[config.mk]
export PLATFORM = sky130hd
export DESIGN_NAME = rct_pair_scheduler
export DESIGN_NICKNAME = d
export VERILOG_FILES = /design/src/rtl/rct_pair_scheduler.sv
export SDC_FILE = /design/constraint.sdc
export NUM_CORES = 1
export LEC_CHECK = 0
export CAP_MARGIN = 15
export CORE_MARGIN = 5
export CORE_UTILIZATION = 43
export DETAILED_ROUTE_END_ITERATION = 6
export PLACE_DENSITY = 0.8
export SYNTH_ARGS = -nofsm -noshare
export SYNTH_HDL_FRONTEND = slang
export SYNTH_SLANG_ARGS = --single-unit
[constraint.sdc]
create_clock -name HCLK -period 3.05 [get_ports HCLK]
set_input_delay 0.61 -clock HCLK [delete_from_list [all_inputs] [get_ports HCLK]]
set_output_delay 0.61 -clock HCLK [all_outputs]
set_load 0.05 [all_outputs]
[src/rtl/rct_pair_scheduler.sv]
// Line-granular round-robin scheduler feeding one forward_rct from two pixel-pair sources,
// with a tag stream aligned to the transform output. Optional sync checker: RCT_SCHED_SYNC_CHECK_EN.
module rct_pair_scheduler #(
   parameter int IMG_PIX_W = 8,
   parameter int SIZE      = 64,
   parameter int RCT_LAT   = 2
) (
   input  logic                   HCLK,
   input  logic                   HRESET,
   input  logic                   s0_valid,
   output logic                   s0_ready,
   input  logic [6*IMG_PIX_W-1:0] s0_pair,
   input  logic                   s1_valid,
   output logic                   s1_ready,
   input  logic [6*IMG_PIX_W-1:0] s1_pair,
   output logic                   rct_in_valid,
   output logic [6*IMG_PIX_W-1:0] rct_pair,
   input  logic                   rct_out_valid,
   output logic                   tag_valid,
   output logic                   tag_src,
   output logic                   tag_eol,
   output logic                   tag_eof,
   output logic [1:0]             frame_done,
   output logic                   err_sync
);

   localparam int PAIR_W = 6 * IMG_PIX_W;
   localparam int HALF   = SIZE / 2;
   localparam int COL_W  = (HALF > 1) ? $clog2(HALF) : 1;
   localparam int ROW_W  = $clog2(SIZE);

   typedef enum logic {
      IDLE = 1'b0,
      LINE = 1'b1
   } state_t;

   state_t            state_r, state_nxt_s;
   logic              grant_r, grant_nxt_s;
   logic              last_src_r, last_src_nxt_s;
   logic              s0_ready_r, s1_ready_r;
   logic [COL_W-1:0]  col_r [2];
   logic [ROW_W-1:0]  row_r [2];
   logic              sel_valid_s;
   logic [PAIR_W-1:0] sel_pair_s;
   logic              xfer_s, eol_s, eof_s;
   logic              rct_in_valid_r;
   logic [PAIR_W-1:0] rct_pair_r;
   logic              in_src_r, in_eol_r, in_eof_r;
   logic [1:0]        frame_done_r;
   logic [3:0]        pipe_r [RCT_LAT];

   // Granted-source mux and line/frame boundary decode for the current transfer.
   always_comb begin
      sel_valid_s = 1'b0;
      sel_pair_s  = '0;
      if (grant_r) begin
         sel_valid_s = s1_valid;
         sel_pair_s  = s1_pair;
      end else begin
         sel_valid_s = s0_valid;
         sel_pair_s  = s0_pair;
      end
      xfer_s = (state_r == LINE) && sel_valid_s;
      eol_s  = (col_r[grant_r] == COL_W'(HALF - 1));
      eof_s  = eol_s && (row_r[grant_r] == ROW_W'(SIZE - 1));
   end

   // Arbitration next-state: ties go to the source that did not own the previous line.
   always_comb begin
      state_nxt_s    = state_r;
      grant_nxt_s    = grant_r;
      last_src_nxt_s = last_src_r;
      case (state_r)
         IDLE: begin
            if (s0_valid && s1_valid) begin
               grant_nxt_s = ~last_src_r;
               state_nxt_s = LINE;
            end else if (s0_valid) begin
               grant_nxt_s = 1'b0;
               state_nxt_s = LINE;
            end else if (s1_valid) begin
               grant_nxt_s = 1'b1;
               state_nxt_s = LINE;
            end else begin
               state_nxt_s = IDLE;
            end
         end
         LINE: begin
            if (xfer_s && eol_s) begin
               state_nxt_s    = IDLE;
               last_src_nxt_s = grant_r;
            end else begin
               state_nxt_s = LINE;
            end
         end
         default: state_nxt_s = IDLE;
      endcase
   end

   // FSM registers; ready is registered from the next grant so it never depends on valid.
   always_ff @(posedge HCLK) begin
      if (HRESET) begin
         state_r    <= IDLE;
         grant_r    <= 1'b0;
         last_src_r <= 1'b1;
         s0_ready_r <= 1'b0;
         s1_ready_r <= 1'b0;
      end else begin
         state_r    <= state_nxt_s;
         grant_r    <= grant_nxt_s;
         last_src_r <= last_src_nxt_s;
         s0_ready_r <= (state_nxt_s == LINE) && !grant_nxt_s;
         s1_ready_r <= (state_nxt_s == LINE) && grant_nxt_s;
      end
   end

   // Per-source column/row position.
   always_ff @(posedge HCLK) begin
      if (HRESET) begin
         for (int i = 0; i < 2; i++) begin
            col_r[i] <= '0;
            row_r[i] <= '0;
         end
      end else if (xfer_s) begin
         if (eol_s) begin
            col_r[grant_r] <= '0;
            row_r[grant_r] <= eof_s ? '0 : row_r[grant_r] + ROW_W'(1);
         end else begin
            col_r[grant_r] <= col_r[grant_r] + COL_W'(1);
         end
      end
   end

   // Transform input register plus the tag fields entering the delay line.
   always_ff @(posedge HCLK) begin
      if (HRESET) begin
         rct_in_valid_r <= 1'b0;
         rct_pair_r     <= '0;
         in_src_r       <= 1'b0;
         in_eol_r       <= 1'b0;
         in_eof_r       <= 1'b0;
         frame_done_r   <= 2'b00;
      end else begin
         rct_in_valid_r <= xfer_s;
         in_src_r       <= xfer_s && grant_r;
         in_eol_r       <= xfer_s && eol_s;
         in_eof_r       <= xfer_s && eof_s;
         frame_done_r   <= {xfer_s && eof_s && grant_r, xfer_s && eof_s && !grant_r};
         if (xfer_s) begin
            rct_pair_r <= sel_pair_s;
         end
      end
   end

   // Tag delay line matching the forward_rct latency.
   always_ff @(posedge HCLK) begin
      if (HRESET) begin
         for (int i = 0; i < RCT_LAT; i++) begin
            pipe_r[i] <= 4'b0000;
         end
      end else begin
         pipe_r[0] <= {rct_in_valid_r, in_src_r, in_eol_r, in_eof_r};
         for (int i = 1; i < RCT_LAT; i++) begin
            pipe_r[i] <= pipe_r[i-1];
         end
      end
   end

   assign s0_ready     = s0_ready_r;
   assign s1_ready     = s1_ready_r;
   assign rct_in_valid = rct_in_valid_r;
   assign rct_pair     = rct_pair_r;
   assign frame_done   = frame_done_r;
   assign tag_valid    = pipe_r[RCT_LAT-1][3];
   assign tag_src      = pipe_r[RCT_LAT-1][2];
   assign tag_eol      = pipe_r[RCT_LAT-1][1];
   assign tag_eof      = pipe_r[RCT_LAT-1][0];

`ifdef RCT_SCHED_SYNC_CHECK_EN
   logic err_sync_r;

   // Sticky flag when the transform output disagrees with the expected tag.
   always_ff @(posedge HCLK) begin
      if (HRESET) begin
         err_sync_r <= 1'b0;
      end else if (rct_out_valid != pipe_r[RCT_LAT-1][3]) begin
         err_sync_r <= 1'b1;
      end
   end

   assign err_sync = err_sync_r;
`else
   logic unused_out_valid_s;
   assign unused_out_valid_s = rct_out_valid;
   assign err_sync           = 1'b0;
`endif

endmodule

==> qor.txt <==
========================================================================================================
Clk Latency, worst-skew pair                                                                     0.36 ns
Share of final-layout standard cells stronger than drive strength 1                               6.346%
Largest net degree at the start of global routing                                                     51
Ordered list of cells on the worst path                                                     buf_4 -> nand3_1 -> o21ai_0 -> and2_1 -> ha_1 -> nand2_1 -> or3_1 -> nand2b_1
Kind of start point of the critical path                                                            flop
CTS Hold Buffers Added                                                                                 0
Number of vias per cell                                                                            5.092
Sinks on the clock net                                                                                89
Cell family contributing the most delay on the critical path                                simple AND/OR/NAND/NOR gates
Slack of the worst reg-to-reg path                                                               0.47 ns
First-pass GRT wire length                                                                      15.46 mm
Total non-filler cell area in the finished layout                                           0.005664 mm^2
Initial core utilization                                                                          44.20%
End of the worst register-to-register path                                                   row_r[1][3]
Syn Inst Count                                                                                       367
Yosys synthesis warning count                                                                          0
Most common library cell in the layout ignoring fill and taps                               clkdlybuf4s50_1
Number of enable flip-flop cells after synthesis                                                      22
Worst slew margin                                                                                 61.89%
Horizontal die dimension                                                                        104.7 um
Cell total after placement                                                                           612
Post-route clock period utilization                                                               84.75%
Worst-case hold path end point                                                              pipe_r[0][6]
Worst path slowest cell                                                                          dfxtp_4
Avg Inst Size Synth                                                                           10.50 um^2
Final routed wirelength across all metal layers                                                 9.536 mm
Port-buffer cells                                                                                    156
DP Wirelength                                                                                   7.268 mm
Slew at the pin closest to its max-slew limit                                                  0.5699 ns
Power density of the placed cells                                                           485.0 mW/mm^2
Flop and latch count out of synthesis                                                                 89
Number of violations reported at the end of detailed-routing iteration 0                              99
Floorplan row count                                                                                   34
Net count after synthesis                                                                            471
Setup TNS                                                                                           0 ns
Worst setup EP type                                                                                 flop
Worst vdd ir                                                                                   0.2518 mV
Asr flop ratio synth                                                                                  0%
Achievable clock frequency                                                                     386.9 MHz
TritonCTS buffer count                                                                                 9
Run status                                                                                  complete, no violations
Antenna viol nets, final                                                                               0
Global routing usage summed across all routing layers                                             17.23%
Most frequent cells in the layout                                                           clkdlybuf4s50_1 (155), nor2_1 (71), dfxtp_1 (66)
Number of global-route vias before repair                                                           3221
Number of buffers added for setup after CTS                                                            0
Post-CTS clock slew at the launch and capture registers of the worst setup and hold paths        0.08 ns
Part of the Yosys area used for sequential elements                                               51.93%
Max cap viols                                                                                          0
Final core utilization                                                                            64.95%
Max-slew violation count                                                                               0
Number of vias after detailed routing                                                               3198
Cell area after technology mapping                                                          0.003855 mm^2
Final nets                                                                                           619
Critical Setup Path Class                                                                   flop to flop
Root buffer cell                                                                                clkbuf_8
Cell Area, Placed                                                                           0.005480 mm^2
Relative area change from synthesis to final layout                                               46.93%
Startpoint of the worst hold path                                                           pipe_r[0][2]
Met1 Resource Use GR                                                                              19.67%
Average wire per cell in the routed design                                                      15.18 um
Final instance count without filler cells                                                            628
H-tree levels                                                                                          3
Clock period minus worst slack                                                                  2.585 ns
N_diodes                                                                                               0
Clock tree skew after final layout                                                            0.01383 ns
Most frequently used flop master after synthesis                                                 dfxtp_1
Worst EP required                                                                                3.08 ns
Pleak                                                                                           2.015 nW
Full die area                                                                               0.01096 mm^2
Top Ports                                                                                            159
Worst reg2reg path depth                                                                               8
Smallest hold slack                                                                            0.4389 ns
Worst path bufs/invs                                                                                   1
Largest buffer count on any clock path                                                                 2
Overall die height                                                                              104.7 um
Cells resized by post-CTS repair                                                                       0
Global Route met3 Usage                                                                           6.535%
TritonCTS clock tree                                                                                done
Signal arrival time at the worst endpoint                                                        2.61 ns
Reg2reg start                                                                                    grant_r
Number of design rule violations left after detail routing                                             0
Type of the worst min-delay path                                                            flop to flop
CP max FO                                                                                             25
Weighted congestion at the end of routability-driven global placement                             0.8407
Grt total ovfl                                                                                         0
CP peak stage delay                                                                              0.56 ns
Unrepaired setup endpoints after global routing                                                    false
Final Hold Vio Count                                                                                   0
Number of cells on the critical path                                                                   8
Area of the core                                                                            0.008721 mm^2
Met2 global-route usage                                                                           28.42%
Number of antenna violations at the first check in global routing                                      0
First-pass detailed-route iteration total                                                              4
Cell variety after synth                                                                              44
Instance count along the most critical hold path                                                       1
Count of final setup violators                                                                         0
Global-route layer with the greatest usage                                                          met2
========================================================================================================
sequential cells by signal, summed over array words and instances, names as in the netlist, 2 cells and up:
register and count:
row_r 12, frame_done 2, pipe_r 8, col_r 10, rct_pair 48
cells in the mapped netlist, types with 2 or more instances:
cell type	instances	area share, %
a211oi_1	49	9.5
a21o_1	2	0.39
a21oi_1	3	0.39
and2_1	5	0.81
buf_2	8	1.0
buf_4	5	0.97
clkbuf_1	13	1.3
dfxtp_1	67	35
edfxtp_1	22	17
ha_1	3	0.97
inv_1	4	0.39
mux2_2	7	2.0
mux2i_1	51	13
nand2_1	7	0.68
nand2b_1	5	0.81
nand3_1	3	0.39
nor2_1	71	6.9
nor2b_1	8	1.3
nor3_1	2	0.26
o21ai_0	2	0.26
o21bai_1	2	0.39
or3_1	2	0.32
xnor2_1	3	0.68
xor2_1	3	0.68
area by class of cell:
cell class | count | area, um^2
fill | 698 | 3057
sequential | 89 | 2006
multi-input combinational | 247 | 1708
timing repair buffer | 164 | 1617
clock buffer | 13 | 170.2
tap | 108 | 135.1
inverter | 4 | 15.01
clock inverter | 3 | 13.76
where the power goes:
group          total (mW)  leakage, nW  internal [mW]  switching [mW]
sequential           1.32        0.778           1.28          0.0425
clock               0.750       0.0960          0.364           0.387
combinational       0.676         1.14          0.299           0.378
kinds of logic (layout without fill, tap and decap cells):
logic type / count (synthesis) / after routing / share of synthesized area [%]
DFF: 89 / 89 / 51.93
AOI/OAI and AO/OA: 65 / 65 / 12.46
adders and majority gates: 3 / 3 / 0.9738
other: 1 / 1 / 0.09728
muxes: 58 / 58 / 15.29
and+or+nand+nor: 114 / 114 / 13.92
buffers and inverters: 31 / 184 / 3.960
xor gates and xnor gates: 6 / 6 / 1.363
stage by stage:
step	setup slack, ns	power (mW)
floorplan	0.2558	1.746
global placement	0.5478	2.015
detailed placement	0.4779	2.029
CTS	0.4579	2.777
global route	0.3085	2.879
finish	0.4653	2.747
worst max path at each step:
stage / end / slack (ns) / startpoint
after floorplan: col_r[1][2] / 0.26 / grant_r
after global placement: row_r[1][1] / 0.55 / grant_r
after detailed placement: row_r[0][1] / 0.48 / grant_r
after CTS: row_r[0][3] / 0.46 / grant_r
after global routing: row_r[0][3] / 0.31 / grant_r
final: row_r[1][3] / 0.47 / grant_r
per-layer routing:
metal	part of all wire, %	up-vias
li1	-	1620
met1	41	1435
met2	48	124
met3	8.5	19
met4	2.4	0
met5	0	-
worst register-to-register path, cell delays in order (launching register included):
cell and delay, ns:
dfxtp_4 0.56, buf_4 0.36, nand3_1 0.11, o21ai_0 0.09
and2_1 0.15, ha_1 0.23, nand2_1 0.08, or3_1 0.41
nand2b_1 0.27
Power figures use the tool's default switching activity.
